===== src/rtl/mvm_param.sv =====
// Parameterised K x K signed matrix-vector multiplier with P parallel MAC lanes.
// A and x are loaded element-serially and retained; results stream out under out_ready backpressure.
module mvm_param #(
  parameter int K   = 8,
  parameter int B   = 12,
  parameter int P   = 1,
  parameter int OW  = 2*B,
  parameter int SAT = 0
) (
  input  logic                 clk,
  input  logic                 reset,
  input  logic                 load_matrix,
  input  logic                 load_vector,
  input  logic                 start,
  input  logic                 in_valid,
  input  logic signed [B-1:0]  data_in,
  input  logic                 out_ready,
  output logic                 out_valid,
  output logic signed [OW-1:0] data_out,
  output logic                 done,
  output logic                 busy,
  output logic                 err
);

  localparam int KK  = K*K;
  localparam int RW  = (K > 1) ? $clog2(K) : 1;
  localparam int MW  = $clog2(KK);
  localparam int AW0 = 2*B + $clog2(K) + 1;
  localparam int AW  = (AW0 > OW) ? AW0 : OW + 1;

  localparam logic signed [AW-1:0] YMAX = {{(AW-OW+1){1'b0}}, {(OW-1){1'b1}}};
  localparam logic signed [AW-1:0] YMIN = {{(AW-OW+1){1'b1}}, {(OW-1){1'b0}}};

  if ((P < 1) || (K < 2) || ((K % P) != 0)) begin : g_param_check
    $error("mvm_param: K must be >= 2 and P must divide K");
  end

  typedef enum logic [2:0] {IDLE, LOAD_M, LOAD_V, COMPUTE, OUTPUT} state_t;

  state_t state;
  logic   m_loaded, v_loaded;

  logic signed [B-1:0]  amem [KK];
  logic signed [B-1:0]  xmem [K];
  logic signed [OW-1:0] ymem [K];

  logic [MW-1:0]        ld_cnt;
  logic [RW-1:0]        row, col, oidx;
  logic signed [AW-1:0] acc, row_sum;
  logic signed [OW-1:0] y_red;
  logic                 row_end, last_row, ld_last_m, ld_last_v;

  logic signed [2*B-1:0] prod [P];
  logic signed [AW-1:0]  part [P+1];

  assign part[0] = '0;

  for (genvar p = 0; p < P; p++) begin : g_lane
    logic [RW-1:0] ci;
    logic [MW-1:0] ai;
    assign ci          = col + RW'(p);
    assign ai          = MW'(row) * MW'(K) + MW'(ci);
    assign prod[p]     = amem[ai] * xmem[ci];
    assign part[p+1]   = part[p] + AW'(prod[p]);
  end

  assign row_sum   = acc + part[P];
  assign row_end   = (col == RW'(K-P));
  assign last_row  = (row == RW'(K-1));
  assign ld_last_m = (ld_cnt == MW'(KK-1));
  assign ld_last_v = (ld_cnt == MW'(K-1));
  assign busy      = (state != IDLE);

  // Accumulator is wide enough for a full row, so only the final store narrows.
  always_comb begin
    y_red = row_sum[OW-1:0];
    if (SAT != 0) begin
      if (row_sum > YMAX)      y_red = YMAX[OW-1:0];
      else if (row_sum < YMIN) y_red = YMIN[OW-1:0];
    end
  end

  // Storage needs no reset: start is refused until both operands are reloaded.
  always_ff @(posedge clk) begin
    if (state == LOAD_M && in_valid) amem[ld_cnt]      <= data_in;
    if (state == LOAD_V && in_valid) xmem[RW'(ld_cnt)] <= data_in;
    if (state == COMPUTE && row_end) ymem[row]         <= y_red;
  end

  always_ff @(posedge clk or negedge reset) begin
    if (!reset) begin
      state     <= IDLE;
      m_loaded  <= 1'b0;
      v_loaded  <= 1'b0;
      ld_cnt    <= '0;
      row       <= '0;
      col       <= '0;
      oidx      <= '0;
      acc       <= '0;
      out_valid <= 1'b0;
      data_out  <= '0;
      done      <= 1'b0;
      err       <= 1'b0;
    end else begin
      done <= 1'b0;
      err  <= 1'b0;
      unique case (state)
        IDLE: begin
          if (load_matrix) begin
            state    <= LOAD_M;
            m_loaded <= 1'b0;
            ld_cnt   <= '0;
          end else if (load_vector) begin
            state    <= LOAD_V;
            v_loaded <= 1'b0;
            ld_cnt   <= '0;
          end else if (start) begin
            if (m_loaded && v_loaded) begin
              state <= COMPUTE;
              row   <= '0;
              col   <= '0;
              acc   <= '0;
            end else begin
              err <= 1'b1;
            end
          end
        end
        LOAD_M: begin
          if (in_valid) begin
            if (ld_last_m) begin
              state    <= IDLE;
              m_loaded <= 1'b1;
            end else begin
              ld_cnt <= ld_cnt + 1'b1;
            end
          end
        end
        LOAD_V: begin
          if (in_valid) begin
            if (ld_last_v) begin
              state    <= IDLE;
              v_loaded <= 1'b1;
            end else begin
              ld_cnt <= ld_cnt + 1'b1;
            end
          end
        end
        COMPUTE: begin
          if (row_end) begin
            acc <= '0;
            col <= '0;
            if (last_row) begin
              // y[0] was stored rows ago, so it can be presented on the first OUTPUT cycle.
              state     <= OUTPUT;
              done      <= 1'b1;
              out_valid <= 1'b1;
              data_out  <= ymem[0];
              oidx      <= '0;
            end else begin
              row <= row + 1'b1;
            end
          end else begin
            acc <= row_sum;
            col <= col + RW'(P);
          end
        end
        OUTPUT: begin
          if (out_ready) begin
            if (oidx == RW'(K-1)) begin
              state     <= IDLE;
              out_valid <= 1'b0;
              data_out  <= '0;
            end else begin
              oidx     <= oidx + 1'b1;
              data_out <= ymem[oidx + 1'b1];
            end
          end
        end
        default: state <= IDLE;
      endcase
    end
  end

endmodule


===== config.mk =====
export PLATFORM = sky130hd
export DESIGN_NAME = mvm_param
export DESIGN_NICKNAME = d
export VERILOG_FILES = /design/src/rtl/mvm_param.sv
export SDC_FILE = /design/constraint.sdc
export NUM_CORES = 2
export LEC_CHECK = 0
export BUFFER_PORTS_ARGS = -buffer_cell sky130_fd_sc_hd__buf_2
export CORE_MARGIN = 2
export CORE_UTILIZATION = 50
export CTS_CLUSTER_DIAMETER = 40
export DETAILED_ROUTE_END_ITERATION = 6
export HOLD_SLACK_MARGIN = 0.03
export PLACE_DENSITY = 0.65
export SLEW_MARGIN = 20
export SYNTH_ARGS = -nofsm -noshare
export SYNTH_HDL_FRONTEND = slang
export SYNTH_SLANG_ARGS = --single-unit

===== constraint.sdc =====
create_clock -name clk -period 15.8 [get_ports clk]
set_clock_uncertainty 0.15 [all_clocks]
set_input_delay 0.79 -clock clk [delete_from_list [all_inputs] [get_ports clk]]
set_output_delay 0.79 -clock clk [all_outputs]
set_load 0.02 [all_outputs]

### Yosys cells after proc, flatten, opt, wreduce, memory -nomap -nowiden

Memory sizes are Yosys's and may differ from the RTL's.
Cells that the tools add are included.

* memories: 3
* logic and storage cells: 145
* output and inout port bits: 28
* bits of input ports: 19
* flip-flop bits (word level): 75
* memory bits (writable): 1056

Memory list
* amem: words 64, width 12, rd ports 1, clocked after memory_dff 0, write ports 1, line 43 `logic signed [B-1:0] amem [KK];`
* ymem: words 8, width 24, rd ports 2, clocked after memory_dff 0, write ports 1, line 45 `logic signed [OW-1:0] ymem [K];`
* xmem: words 8, width 12, rd ports 1, clocked after memory_dff 0, write ports 1, line 44 `logic signed [B-1:0] xmem [K];`

* muxes and demuxes: 73
* add/sub/neg operators: 6
* reduce and logical (&&, ||, !) cells: 20
* multipliers: 1
* equality and inequality tests: 30

Operators by type and width (count)
* 2-to-1 mux 28 bit: 5
* 2-to-1 mux 24 bit: 4
* 2-to-1 mux 3 bit: 23
* case mux 28 bit (2 select lines): 1
* case mux 24 bit (2 select lines): 1
* 2-to-1 mux 6 bit: 6
* inequality test 2 bit, second input constant: 18
* adder 28 x 24 -> 28 bit: 1
* 2-to-1 mux 1 bit: 25
* multiplier 12 x 12 -> 24 bit: 1
* AND reduction 5 bit: 4
* case mux 3 bit (2 select lines): 3
* case mux 6 bit (3 select lines): 1
* case mux 3 bit (5 select lines): 1
* == test 3 bit, second input constant: 4
* AND reduction 10 bit: 1
* adder 3 x 1 -> 3 bit, second input constant: 3
* inequality test 4 bit, second input constant: 2
* AND reduction 4 bit: 2
* nonzero test 2 bit: 4
* AND reduction 7 bit: 1
* adder 6 x 1 -> 6 bit, second input constant: 1
* adder 6 x 3 -> 6 bit: 1
* == test 3 x 2 -> 1 bit, second input constant: 2
* other kinds (9): 15

### Logic depth before layout (Yosys ltp)

* depth after elaboration: 6
* depth in mapped cells: 31

### Worst setup path after synthesis

No wires, ideal clock.

* kind: register to register
* start: reg col[0]
* end: mem ymem[0][23] (netlist bit) (data pin)
* arrival: 7213 ps
* required time: 15427 ps
* period minus slack after synthesis: 7586 ps
* cell stages (with the launch flop): 26
* path buffers: 4
* slack: 8214 ps
* cell sequence: dfrtp_1 buf_6 buf_6 buf_2 mux4_2 mux4_2 a22oi_4 a21oi_1 inv_1 fa_1 fa_1 inv_1 fa_1 inv_1 fa_1 inv_1 fa_1 ha_1 ha_1 clkbuf_1 nand2_1 a211oi_1 nor3_1 a211oi_1 o31ai_1 xor2_1

* cells in the longest elaborated chain, start to end: 4
* elaborated cells on any way between the ends: 5
* classes of those cells: add/sub (2); mul (1); memory (2)

RTL lines
* from (decl): line 48 `logic [RW-1:0] row, col, oidx;`
* from (signal assigned): line 164 `col <= col + RW'(P);`
* adder 6 x 3 -> 6 bit: line 62 `assign ai = MW'(row) * MW'(K) + MW'(ci);`
* memory read (64 x 12 bit)
* multiplier 12 x 12 -> 24 bit (*): line 63 `assign prod[p] = amem[ai] * xmem[ci];`
* adder 28 x 24 -> 28 bit (*): line 67 `assign row_sum = acc + part[P];`
* net row_sum[23]: line 49 `logic signed [AW-1:0] acc, row_sum;`
* to (decl): line 45

The timed path passes the listed nets; every way through them passes the cells marked *.

### Worst setup path after layout

* start: reg col[0]
* end: mem ymem[2][23] (netlist bit) (data pin)

Same word-level chain as after synthesis.

==> metrics <==
Synth Area in Simple Gates=3.41%; IO Pins=47; first-pass iteration count of the detailed router=5; HPWL after detailed placement=71,900 um; GP Congestion=0.894; critical path's slowest cell=dfrtp_4; CTS Buffer Depth=3; Final Hold Vio Count=0; largest delay contributor family on the critical path=adder cells; Horiz. Die Dim=320 um; most common cell in the netlist=edfxtp_1; per-cell routed wire length=27.1 um; GRT Util Overall=23.2%; post-route ant nets=0; Total Wirelength=116,000 um; fill count=7,343; Gate Count Post-Synth=2,701; worst-skew pair later-pin latency=0.76 ns; DR vias=25,300; worst reg2reg path depth=22; worst slew pin tran=1.14 ns; crit-path cells=buf_4, mux4_2, mux4_2, mux2_2, a21oi_1, or2_2, fa_1, fa_1, inv_1, fa_1, fa_1, fa_1, inv_1, fa_1, inv_1, ha_1, a21oi_1, o21bai_1, nor3_1, a211oi_1, o31ai_1, xor2_1; Root Buffer=clkbuf_16; CP arrival=10.10 ns; initial antenna violation count=0; Post-CTS Resized=0; most frequent cells after synthesis=1,056 x edfxtp_1, 291 x mux4_2, 216 x inv_1; worst hold-check path type=input port to flop; WP buf/inv=4; Post-CTS Setup Repair Bufs=0; first-pass GRT wire length=174,000 um; Clock transition at path regs=0.06 ns; top_reg_cell synth=edfxtp_1; post-synthesis instance area=50,000 um2; CTS H-tree depth=4; clock tree from TritonCTS=yes; crit path max fanout=43; initial core utilization=50.6%; die area=102,000 um2; minimum period implied by the final worst setup slack=9.78 ns; fin nets=3,120; DR vias/cell=5.94; initial drt markers=2,601; Hold Path Cell Cnt=3; mux share of post-synthesis cell area=14.9%; site row count=115; grt ovf=0; CP Depth=22; largest family of logic cells by synthesized area=multiplexers; multi-input combinational cell area=15,200 um2; Final Cycle Share=61.9%; pins over their slew limit=0; Die Y=320 um; Max Fclk=102 MHz; Top cell by count, worst path=fa_1; WS Path Type=flop to flop; Yosys top cell area share=63.5%; Yosys reg bits=1,127; R2R Setup Slk=6.02 ns; largest area contributor in the netlist=edfxtp_1; synth top area cells=edfxtp_1 63%, mux4_2 13%, fa_1 6.4%; CP Launch Type=flop; largest net degree at the start of global routing=87; hold_ws=0.182 ns; max-cap violations=0; RSZ-0062 raised after global routing=false; fin util=57.6%; Num CTS Buffers=139; XOR/XNOR Fraction of Synth Area=0.616%; Core Area=98,700 um2; syn avg cell area=18.5 um2; sequential area share after synthesis=67.0%; Cells after DPL=4,013; crit-path max cell delay=0.96 ns; Compound-Gate Fraction of Synth Area=2.90%; FF/Latch Area=33,500 um2; Slew headroom=21.9%; Setup TNS=0 ns; Synth-to-Final Area Change=13.8%; share of layout cells above drive strength 1=26.0%; CP required=16.12 ns; crit end category=flop; Post-Layout Cell Count=4,266; Clock Sinks=1,127; # hold bufs at CTS=0; syn nets=2,953; fraction of registers with async set/reset=6.30%; Post-Synth Adder-Cell Area=8.24%; DRC Markers=0; status=finished, final reports clean; Distinct cells, synth=64; final setup violating endpoints=0; vias in the first global route=26,900; PortBufs=46; synth warn=0; ant diodes=0; Post-synth EDFFs=1,056
path summary, 6_finish.rpt:
path	end	startpoint
min in group asynchronous	data_out[16]$_DFFE_PN0P_	reset
max in group asynchronous	col[2]$_DFFE_PN0P_	reset
hold / removal	err$_DFF_PN0_	start
setup / recovery	ymem[2][23]$_DFFE_PP_	col[0]$_DFFE_PN0P_
setup reg to reg	ymem[2][23]$_DFFE_PP_	col[0]$_DFFE_PN0P_
hold reg to reg	acc[15]$_DFFE_PN0P_	acc[15]$_DFFE_PN0P_
flip-flops by register name, summed over array words and instances (netlist names), 3 cells and up:
| register | count |
|---|---|
| amem | 768 |
| acc | 24 |
| col | 3 |
| data_out | 24 |
| oidx | 3 |
| xmem | 96 |
| state | 3 |
| row | 3 |
| ld_cnt | 6 |
| ymem | 192 |
through the flow:
step,instance area [um2],setup WS (ns)
after global placement,52100,6.16
after detailed placement,52100,5.99
after global routing,56800,5.43
final,56800,6.02
after CTS,56800,5.98
after floorplan,50000,8.21
routing by layer:
layer	up-vias	part of all wire [%]	track usage, %
li1	10800	-	-
met4	0	2.4	6.53
met1	13400	42	33.0
met2	971	48	36.7
met5	-	0	0
met3	180	8.0	4.96
layout make-up:
type	count	area share (%)
repair buffers	149	1.82
clock inverters	94	2.04
clock buffers	158	6.25
flip-flops and latches	1127	58.9
inverters	216	1.43
multi-input cells	1235	26.7
well taps	1287	2.83
worst register-to-register path: stages (launching register included):
cell,delay [ns]
dfrtp_4,0.96
buf_4,0.83
mux4_2,0.63
mux4_2,0.49
mux2_2,0.29
a21oi_1,0.91
or2_2,0.27
fa_1,0.44
fa_1,0.55
inv_1,0.05
fa_1,0.50
fa_1,0.43
fa_1,0.51
inv_1,0.06
fa_1,0.39
inv_1,0.07
ha_1,0.30
a21oi_1,0.29
o21bai_1,0.16
nor3_1,0.28
a211oi_1,0.16
o31ai_1,0.32
xor2_1,0.46
cell families (layout without fill, tap and decap cells):
family	after synthesis	count (layout)
compound gates	212	212
xor+xnor	32	32
fa+ha+maj	233	233
buf+inv	339	617
flops	1127	1127
mux	376	376
simple gates	382	382
cells in the final DEF (no fill, tap or decap), types with 7 or more instances in the layout:
cell type   synthesis  layout
and2_1             15      15
nand2b_1           28      28
ha_1               73      72
a21o_1              7       7
bufinv_16           0      10
clkinv_16           0       7
fa_1              160     160
clkbuf_16           0     139
clkbuf_1           52      19
a22oi_1            26      26
mux2_2             41      41
nand3_1            15      15
inv_8               0       9
buf_2              39      42
mux4_2            291     291
nor2b_1             8       8
o211ai_1            7       7
mux2i_1            44      43
buf_4              10     104
or2_2              18      18
clkinv_4            0       8
o22ai_1            11      11
inv_1             216     215
a22o_1             27      27
nor3_1              9       9
a21oi_1            67      66
clkinv_1            0       7
xor2_1             13      13
nand2_1            83      83
edfxtp_1         1056    1056
clkinvlp_4          0      11
a211oi_1            8       8
xnor2_1            17      17
nor2_2              0      34
dfrtp_1            71      66
o21ai_0            19      19
nor2_1            184     150
inv_6               0      12
clkinv_2            0      22
Power is not shown: default switching activity piles up to over one toggle a cycle in this logic, so the estimate is an artifact.
